File: src/rtl/filter_weight_buffer.sv
// Double-buffered convolution weight store: words stream into the shadow bank while the active bank feeds the MAC array.
// Optional checksum-word validation of each load is enabled by defining FILTER_WEIGHT_CKSUM_EN.
module filter_weight_buffer #(
  parameter int WIDTH = 8,
  parameter int K     = 3,
  parameter int CH    = 3,
  parameter int NF    = 4,
  localparam int N    = NF * K * K * CH
) (
  input  logic                 clk,
  input  logic                 rst_n,
  input  logic                 in_valid,
  output logic                 in_ready,
  input  logic [WIDTH-1:0]     in_data,
  input  logic                 in_last,
  input  logic                 swap_req,
  output logic [N*WIDTH-1:0]   weights,
  output logic                 weights_valid,
  output logic                 active_bank,
  output logic                 shadow_full,
  output logic                 load_err
);

`ifdef FILTER_WEIGHT_CKSUM_EN
  localparam int LAST_IDX = N;
`else
  localparam int LAST_IDX = N - 1;
`endif
  localparam int CNTW = (LAST_IDX > 0) ? $clog2(LAST_IDX + 1) : 1;

  typedef enum logic [1:0] {IDLE, LOAD, FULL} state_t;

  state_t            r_state;
  logic [CNTW-1:0]   r_count;
  logic              r_active;
  logic              r_weights_valid;
  logic              r_load_err;
  logic [WIDTH-1:0]  r_bank [2][N];

  state_t            w_state_nxt;
  logic [CNTW-1:0]   w_count_nxt;
  logic              w_accept;
  logic              w_at_last;
  logic              w_wr_en;
  logic              w_err;
  logic              w_swap;
  logic              w_shadow;
  logic              w_last_ok;

  assign w_accept  = in_valid && (r_state != FULL);
  assign w_at_last = (r_count == CNTW'(LAST_IDX));
  assign w_shadow  = ~r_active;

`ifdef FILTER_WEIGHT_CKSUM_EN
  logic [WIDTH-1:0] r_acc;
  logic [WIDTH-1:0] w_acc_nxt;

  // The checksum word sits one past the last weight and is never stored.
  assign w_wr_en   = w_accept && !w_at_last;
  assign w_last_ok = in_last && (in_data == r_acc);

  always_comb begin
    w_acc_nxt = r_acc;
    if (w_wr_en) begin
      w_acc_nxt = ((r_count == '0) ? '0 : r_acc) + in_data;
    end
  end
`else
  assign w_wr_en   = w_accept;
  assign w_last_ok = in_last;
`endif

  // NOTE: every output of this block is given a default first, so no path
  // through the case statement can leave a value unassigned and infer a latch.
  always_comb begin
    w_state_nxt = r_state;
    w_count_nxt = r_count;
    w_err       = 1'b0;
    w_swap      = 1'b0;
    unique case (r_state)
      IDLE, LOAD: begin
        if (w_accept) begin
          if (w_at_last) begin
            if (w_last_ok) begin
              w_state_nxt = FULL;
              w_count_nxt = '0;
            end else begin
              w_err = 1'b1;
            end
          end else if (in_last) begin
            w_err = 1'b1;
          end else begin
            w_state_nxt = LOAD;
            w_count_nxt = r_count + CNTW'(1);
          end
        end
      end
      FULL: begin
        if (swap_req) begin
          w_swap      = 1'b1;
          w_state_nxt = IDLE;
        end
      end
      default: w_state_nxt = IDLE;
    endcase
    if (w_err) begin
      w_state_nxt = IDLE;
      w_count_nxt = '0;
    end
  end

  // NOTE: non-blocking assignments here so every register samples the values
  // from before the edge, independent of statement order.
  always_ff @(posedge clk) begin
    if (!rst_n) begin
      r_state         <= IDLE;
      r_count         <= '0;
      r_active        <= 1'b0;
      r_weights_valid <= 1'b0;
      r_load_err      <= 1'b0;
      // NOTE: the banks are reset on purpose: weights must read as zero after
      // reset, and a load interrupted by reset must leave no stale words.
      for (int b = 0; b < 2; b++) begin
        for (int i = 0; i < N; i++) begin
          r_bank[b][i] <= '0;
        end
      end
    end else begin
      r_state    <= w_state_nxt;
      r_count    <= w_count_nxt;
      r_load_err <= w_err;
      if (w_swap) begin
        r_active        <= ~r_active;
        r_weights_valid <= 1'b1;
      end
      for (int i = 0; i < N; i++) begin
        if (w_wr_en && (r_count == CNTW'(i))) begin
          r_bank[w_shadow][i] <= in_data;
        end
      end
    end
  end

`ifdef FILTER_WEIGHT_CKSUM_EN
  always_ff @(posedge clk) begin
    if (!rst_n) begin
      r_acc <= '0;
    end else begin
      r_acc <= w_acc_nxt;
    end
  end
`endif

  always_comb begin
    weights = '0;
    for (int i = 0; i < N; i++) begin
      weights[i*WIDTH +: WIDTH] = r_bank[r_active][i];
    end
  end

  assign in_ready      = (r_state != FULL);
  assign shadow_full   = (r_state == FULL);
  assign load_err      = r_load_err;
  assign active_bank   = r_active;
  assign weights_valid = r_weights_valid;

endmodule
File: config.mk
export PLATFORM = sky130hd
export DESIGN_NAME = filter_weight_buffer
export DESIGN_NICKNAME = d
export VERILOG_FILES = /design/src/rtl/filter_weight_buffer.sv
export SDC_FILE = /design/constraint.sdc
export NUM_CORES = 2
export LEC_CHECK = 0
export CORE_AREA = 2 2 358 360
export DETAILED_ROUTE_END_ITERATION = 16
export DIE_AREA = 0 0 360 362
export PLACE_DENSITY = 0.79
export RECOVER_POWER = 100
export SYNTH_ARGS = -nofsm -noshare
export SYNTH_HDL_FRONTEND = slang
export SYNTH_SLANG_ARGS = --single-unit
File: constraint.sdc
create_clock -name clk -period 9.8 [get_ports clk]
set_input_delay 2.45 -clock clk [delete_from_list [all_inputs] [get_ports clk]]
set_output_delay 2.45 -clock clk [all_outputs]
set_load 0.05 [all_outputs]
==> metrics.txt <==
# TYPE chip_impl_metric gauge
chip_impl_metric{name="critical_path_peak_fanout",unit=""} 52
chip_impl_info{name="cts_tree",value="yes"} 1
chip_impl_metric{name="layout.nets",unit=""} 5165
chip_impl_info{name="timing.critical_path.from_type",value="input port"} 1
chip_impl_metric{name="finalCritPeriodShare",unit=""} 0.828
chip_impl_info{name="timing.critical_path.from",value="in_valid"} 1
chip_impl_metric{name="cts_resized",unit=""} 0
chip_impl_metric{name="max_slew.worst_pin.slew",unit="ns"} 3.56
chip_impl_metric{name="power_frac_seq",unit=""} 0.524
chip_impl_metric{name="power.combinational.fraction",unit=""} 0.088
chip_impl_metric{name="synth_async_sr_flop_share",unit=""} 0
chip_impl_metric{name="report.final.slew_viol_count",unit=""} 981
chip_impl_metric{name="floorplan.rows",unit=""} 131
chip_impl_metric{name="synth.net_count",unit=""} 4349
chip_impl_metric{name="power_leakage",unit="nW"} 28.5
chip_impl_metric{name="maximum_count_of_clock_buffers_along_a_single_path",unit=""} 3
chip_impl_info{name="final_common_cell",value="sky130_fd_sc_hd__edfxtp_1"} 1
chip_impl_metric{name="clock_skew",unit="ns"} 0.0235
chip_impl_info{name="violated_checks",value="max-capacitance violations, max-slew violations"} 1
chip_impl_metric{name="synth-compound-area-share",unit=""} 0.0216
chip_impl_metric{name="i_o_pin_total",unit=""} 882
chip_impl_metric{name="slowest_delay",unit="ns"} 1.32
chip_impl_metric{name="grt_first_pass_wirelength",unit="mm"} 303
chip_impl_metric{name="drc",unit=""} 0
chip_impl_metric{name="timing.final.setup_violations",unit=""} 0
chip_impl_metric{name="start_util",unit=""} 0.546
chip_impl_metric{name="ys_seq_area_frac",unit=""} 0.754
chip_impl_metric{name="synth_top_cell_area_share",unit=""} 0.750
chip_impl_metric{name="yosys-mux-area-fraction",unit=""} 0.141
chip_impl_metric{name="core_region_area",unit="sq mm"} 0.127
chip_impl_metric{name="numPortBuffers",unit=""} 881
chip_impl_metric{name="vias",unit=""} 43100
chip_impl_metric{name="antenna_violating_nets_post_route",unit=""} 0
chip_impl_info{name="layout_common_cells",value="sky130_fd_sc_hd__edfxtp_1, sky130_fd_sc_hd__nor2_1, sky130_fd_sc_hd__dlygate4sd3_1"} 1
chip_impl_metric{name="required",unit="ns"} 10.13
chip_impl_metric{name="grt_pass1_vias",unit=""} 41100
chip_impl_metric{name="gp_routability_congestion",unit=""} 0.882
chip_impl_metric{name="grt_max_degree",unit=""} 188
chip_impl_metric{name="count_of_unique_library_cells_instantiated_by_yosys",unit=""} 53
chip_impl_metric{name="cp.buffers_inverters",unit=""} 3
chip_impl_metric{name="avgViaCountPerCell",unit=""} 6.20
chip_impl_metric{name="max_clock_freq",unit="MHz"} 123
chip_impl_metric{name="synthesis.instances",unit=""} 4330
chip_impl_metric{name="slew_headroom",unit=""} -1.38
chip_impl_info{name="cell_type_of_the_slowest_stage_on_the_worst_timing_path",value="sky130_fd_sc_hd__clkbuf_2"} 1
chip_impl_metric{name="net-switching-power",unit="mW"} 4.06
chip_impl_info{name="cpMostUsedCell",value="sky130_fd_sc_hd__nand2_1"} 1
chip_impl_metric{name="worst-endpoint-arrival",unit="ns"} 8.44
chip_impl_metric{name="die-area",unit="sq mm"} 0.130
chip_impl_metric{name="clk_transition_reported_paths",unit="ns"} 0.06
chip_impl_metric{name="internal_power",unit="mW"} 12.5
chip_impl_metric{name="report.final.hold_viol_count",unit=""} 0
chip_impl_metric{name="finalCriticalPeriod",unit="ns"} 8.11
chip_impl_info{name="critical_path.top_delay_family",value="buffers and inverters"} 1
chip_impl_info{name="path_cells",value="dlygate4sd3_1, nand2_1, nor2_1, nand2_1, o2111ai_1, a211oi_4, clkbuf_1, a31oi_4, clkbuf_2"} 1
chip_impl_info{name="regToRegStartpoint",value="r_state[1]"} 1
chip_impl_metric{name="totalNegativeSetupSlack",unit="ns"} 0
chip_impl_info{name="setup.worst_path.end_class",value="flop"} 1
chip_impl_metric{name="yosys.area_share.simple",unit=""} 0.0647
chip_impl_metric{name="final_layout_size_suffix_gt1_frac",unit=""} 0.221
chip_impl_metric{name="postCtsHoldBufs",unit=""} 0
chip_impl_info{name="clockRootBuffer",value="sky130_fd_sc_hd__clkbuf_16"} 1
chip_impl_metric{name="synth_area_per_cell",unit="sq um"} 16.0
chip_impl_metric{name="cts-htree-levels",unit=""} 4
chip_impl_info{name="outcome",value="finished with violations"} 1
chip_impl_metric{name="postCtsSetupBuffers",unit=""} 0
chip_impl_metric{name="global_route.overflow_total",unit=""} 0
chip_impl_metric{name="ys_seq_elements",unit=""} 1741
chip_impl_metric{name="final.hold.worst_slack",unit="ns"} 0.493
chip_impl_info{name="largest_family_of_logic_cells_by_synthesized_area",value="multiplexers"} 1
chip_impl_metric{name="detail_route.iter0.violations",unit=""} 6010
chip_impl_metric{name="maxCapViolations",unit=""} 25
chip_impl_metric{name="detailed_place_hpwl",unit="mm"} 142
chip_impl_info{name="endpoint",value="r_bank[1][640]"} 1
chip_impl_metric{name="swShare",unit=""} 0.244
chip_impl_info{name="worstReg2RegEnd",value="r_bank[1][785]"} 1
chip_impl_metric{name="die_w",unit="microns"} 360
chip_impl_metric{name="rr_worst_depth",unit=""} 6
chip_impl_metric{name="post-layout-total-power",unit="mW"} 16.6
chip_impl_metric{name="worst-path-stages",unit=""} 9
chip_impl_metric{name="number_of_enable_type_register_cells_in_the_synthesized_netlist",unit=""} 1728
chip_impl_metric{name="synth_area",unit="sq mm"} 0.0691
chip_impl_metric{name="power.ir.vdd_worst",unit="mV"} 0.169
chip_impl_metric{name="syn_to_layout_area_delta",unit="%"} 22.8
chip_impl_metric{name="dr.pass1.iters",unit=""} 6
chip_impl_info{name="synth_area_leaders",value="sky130_fd_sc_hd__edfxtp_1, sky130_fd_sc_hd__mux2_2, sky130_fd_sc_hd__nor2_1, sky130_fd_sc_hd__o21ai_0, sky130_fd_sc_hd__clkbuf_1"} 1
chip_impl_info{name="worstHoldPathType",value="reg -> reg"} 1
chip_impl_info{name="worstSetupPathType",value="in -> reg"} 1
chip_impl_metric{name="track_usage",unit=""} 0.329
chip_impl_info{name="rsz0062_at_grt",value="no"} 1
chip_impl_metric{name="power_frac_clock",unit=""} 0.387
chip_impl_metric{name="timing.hold.worst_path_depth",unit=""} 2
chip_impl_info{name="dominantRegCellSynth",value="sky130_fd_sc_hd__edfxtp_1"} 1
chip_impl_metric{name="synth-xor-area-share",unit=""} 0.000760
chip_impl_metric{name="clkLatencyLatePin",unit="ns"} 0.80
chip_impl_metric{name="arithmetic_cell_share_of_the_synthesized_area_counting_full_adders_half_adders_and_majority_gates",unit=""} 0.00109
chip_impl_metric{name="antenna_found_initial",unit=""} 26
chip_impl_metric{name="cts.sinks",unit=""} 1741
chip_impl_metric{name="cts-buffers-inserted",unit=""} 169
chip_impl_metric{name="yosysWarnings",unit=""} 0
chip_impl_metric{name="route.detailed.wl_per_inst",unit="microns"} 31.6
chip_impl_info{name="synth_largest_area_cell",value="sky130_fd_sc_hd__edfxtp_1"} 1
chip_impl_metric{name="timing.reg2reg.setup_slack",unit="ns"} 3.50
chip_impl_metric{name="die-height",unit="microns"} 362
chip_impl_metric{name="layout.filler_cells",unit=""} 8243
chip_impl_metric{name="power.density",unit="mW/mm^2"} 196
chip_impl_metric{name="wl",unit="mm"} 220
==> power groups by stage <==
stage	Clock [mW]	Combinational [mW]	Sequential, mW
after floorplan	0	0.943	8.80
after global placement	0	1.52	8.83
after detailed placement	0	1.53	8.85
after CTS	6.44	1.54	8.70
after global routing	6.74	1.50	8.73
final	6.43	1.47	8.71
==> flip-flops by register name (all words and copies together), names as in the netlist, named ones only <==
| name | flops |
|---|---|
| active_bank | 1 |
| load_err | 1 |
| weights_valid | 1 |
| r_bank | 1728 |
| r_count | 7 |
| r_state | 2 |
==> tightest hold or removal path: stages, from the launching register on <==
cell                      delay (ns)
sky130_fd_sc_hd__dfxtp_1        0.32
sky130_fd_sc_hd__a21oi_1        0.04
sky130_fd_sc_hd__nor2b_1        0.09
==> worst min path at each step <==
| stage | startpoint | slack (ns) | end |
|---|---|---|---|
| 6_report | weights_valid | 0.49 | weights_valid |
| 5_1_grt | r_count[1] | 0.53 | r_count[1] |
| 4_1_cts | r_count[1] | 0.50 | r_count[1] |
| 3_5_place_dp | weights_valid | 0.49 | weights_valid |
| 3_3_place_gp | weights_valid | 0.47 | weights_valid |
| 2_1_floorplan | r_count[1] | 0.46 | r_count[1] |
==> layout make-up <==
cell class,count,area (sq um),share of cell area
well taps,1662,2080,0.0245
flip-flops and latches,1741,52200,0.614
repair buffers,928,9210,0.108
inverters,16,61.3,0.000722
multi-input cells,2290,16000,0.188
diodes,9,22.5,0.000265
clock inverters,101,988,0.0116
clock buffers,212,4450,0.0524
==> cells in the mapped netlist (all sizes together), types with 5 or more instances <==
library cell,count
o211ai,5
edfxtp,1728
nand3,5
nor3b,7
nor3,25
a21oi,9
clkbuf,269
nand2b,6
a31oi,11
nor2b,8
nand2,179
and3,8
buf,14
and2,7
o21ai,220
mux2,866
inv,16
ha,6
dfxtp,13
nor2,883
==> cells by family (layout without fill, tap and decap cells) <==
family / count (synthesis) / in the layout
DFF: 1741 / 1741
and+or+nand+nor: 1139 / 1139
muxes: 867 / 867
buffers and inverters: 299 / 1257
AOI/OAI and AO/OA: 272 / 272
adders and majority gates: 6 / 6
xor gates and xnor gates: 6 / 6
other: 0 / 9
==> metal layers <==
| layer | part of all wire | GRT usage | wire (microns) | vias up |
|---|---|---|---|---|
| li1 | - | - | - | 17600 |
| met1 | 0.36 | 0.433 | 79200 | 21600 |
| met2 | 0.47 | 0.515 | 102000 | 3356 |
| met3 | 0.12 | 0.0813 | 25800 | 530 |
| met4 | 0.057 | 0.164 | 12500 | 20 |
| met5 | 0.00070 | 0 | 155 | - |
==> metrics by stage <==
stage / instance area, sq um / std cells / setup slack [ns] / utilization
3_5_place_dp: 79700 / 6637 / 2.75 / 0.629
6_report: 84900 / 6959 / 1.69 / 0.670
2_1_floorplan: 69100 / 4330 / 2.20 / -
4_1_cts: 85100 / 6950 / 3.11 / 0.672
5_1_grt: 84900 / 6951 / 1.52 / 0.670
3_3_place_gp: 79700 / 6637 / 2.86 / 0.629
(Power assumes the default switching activity.)
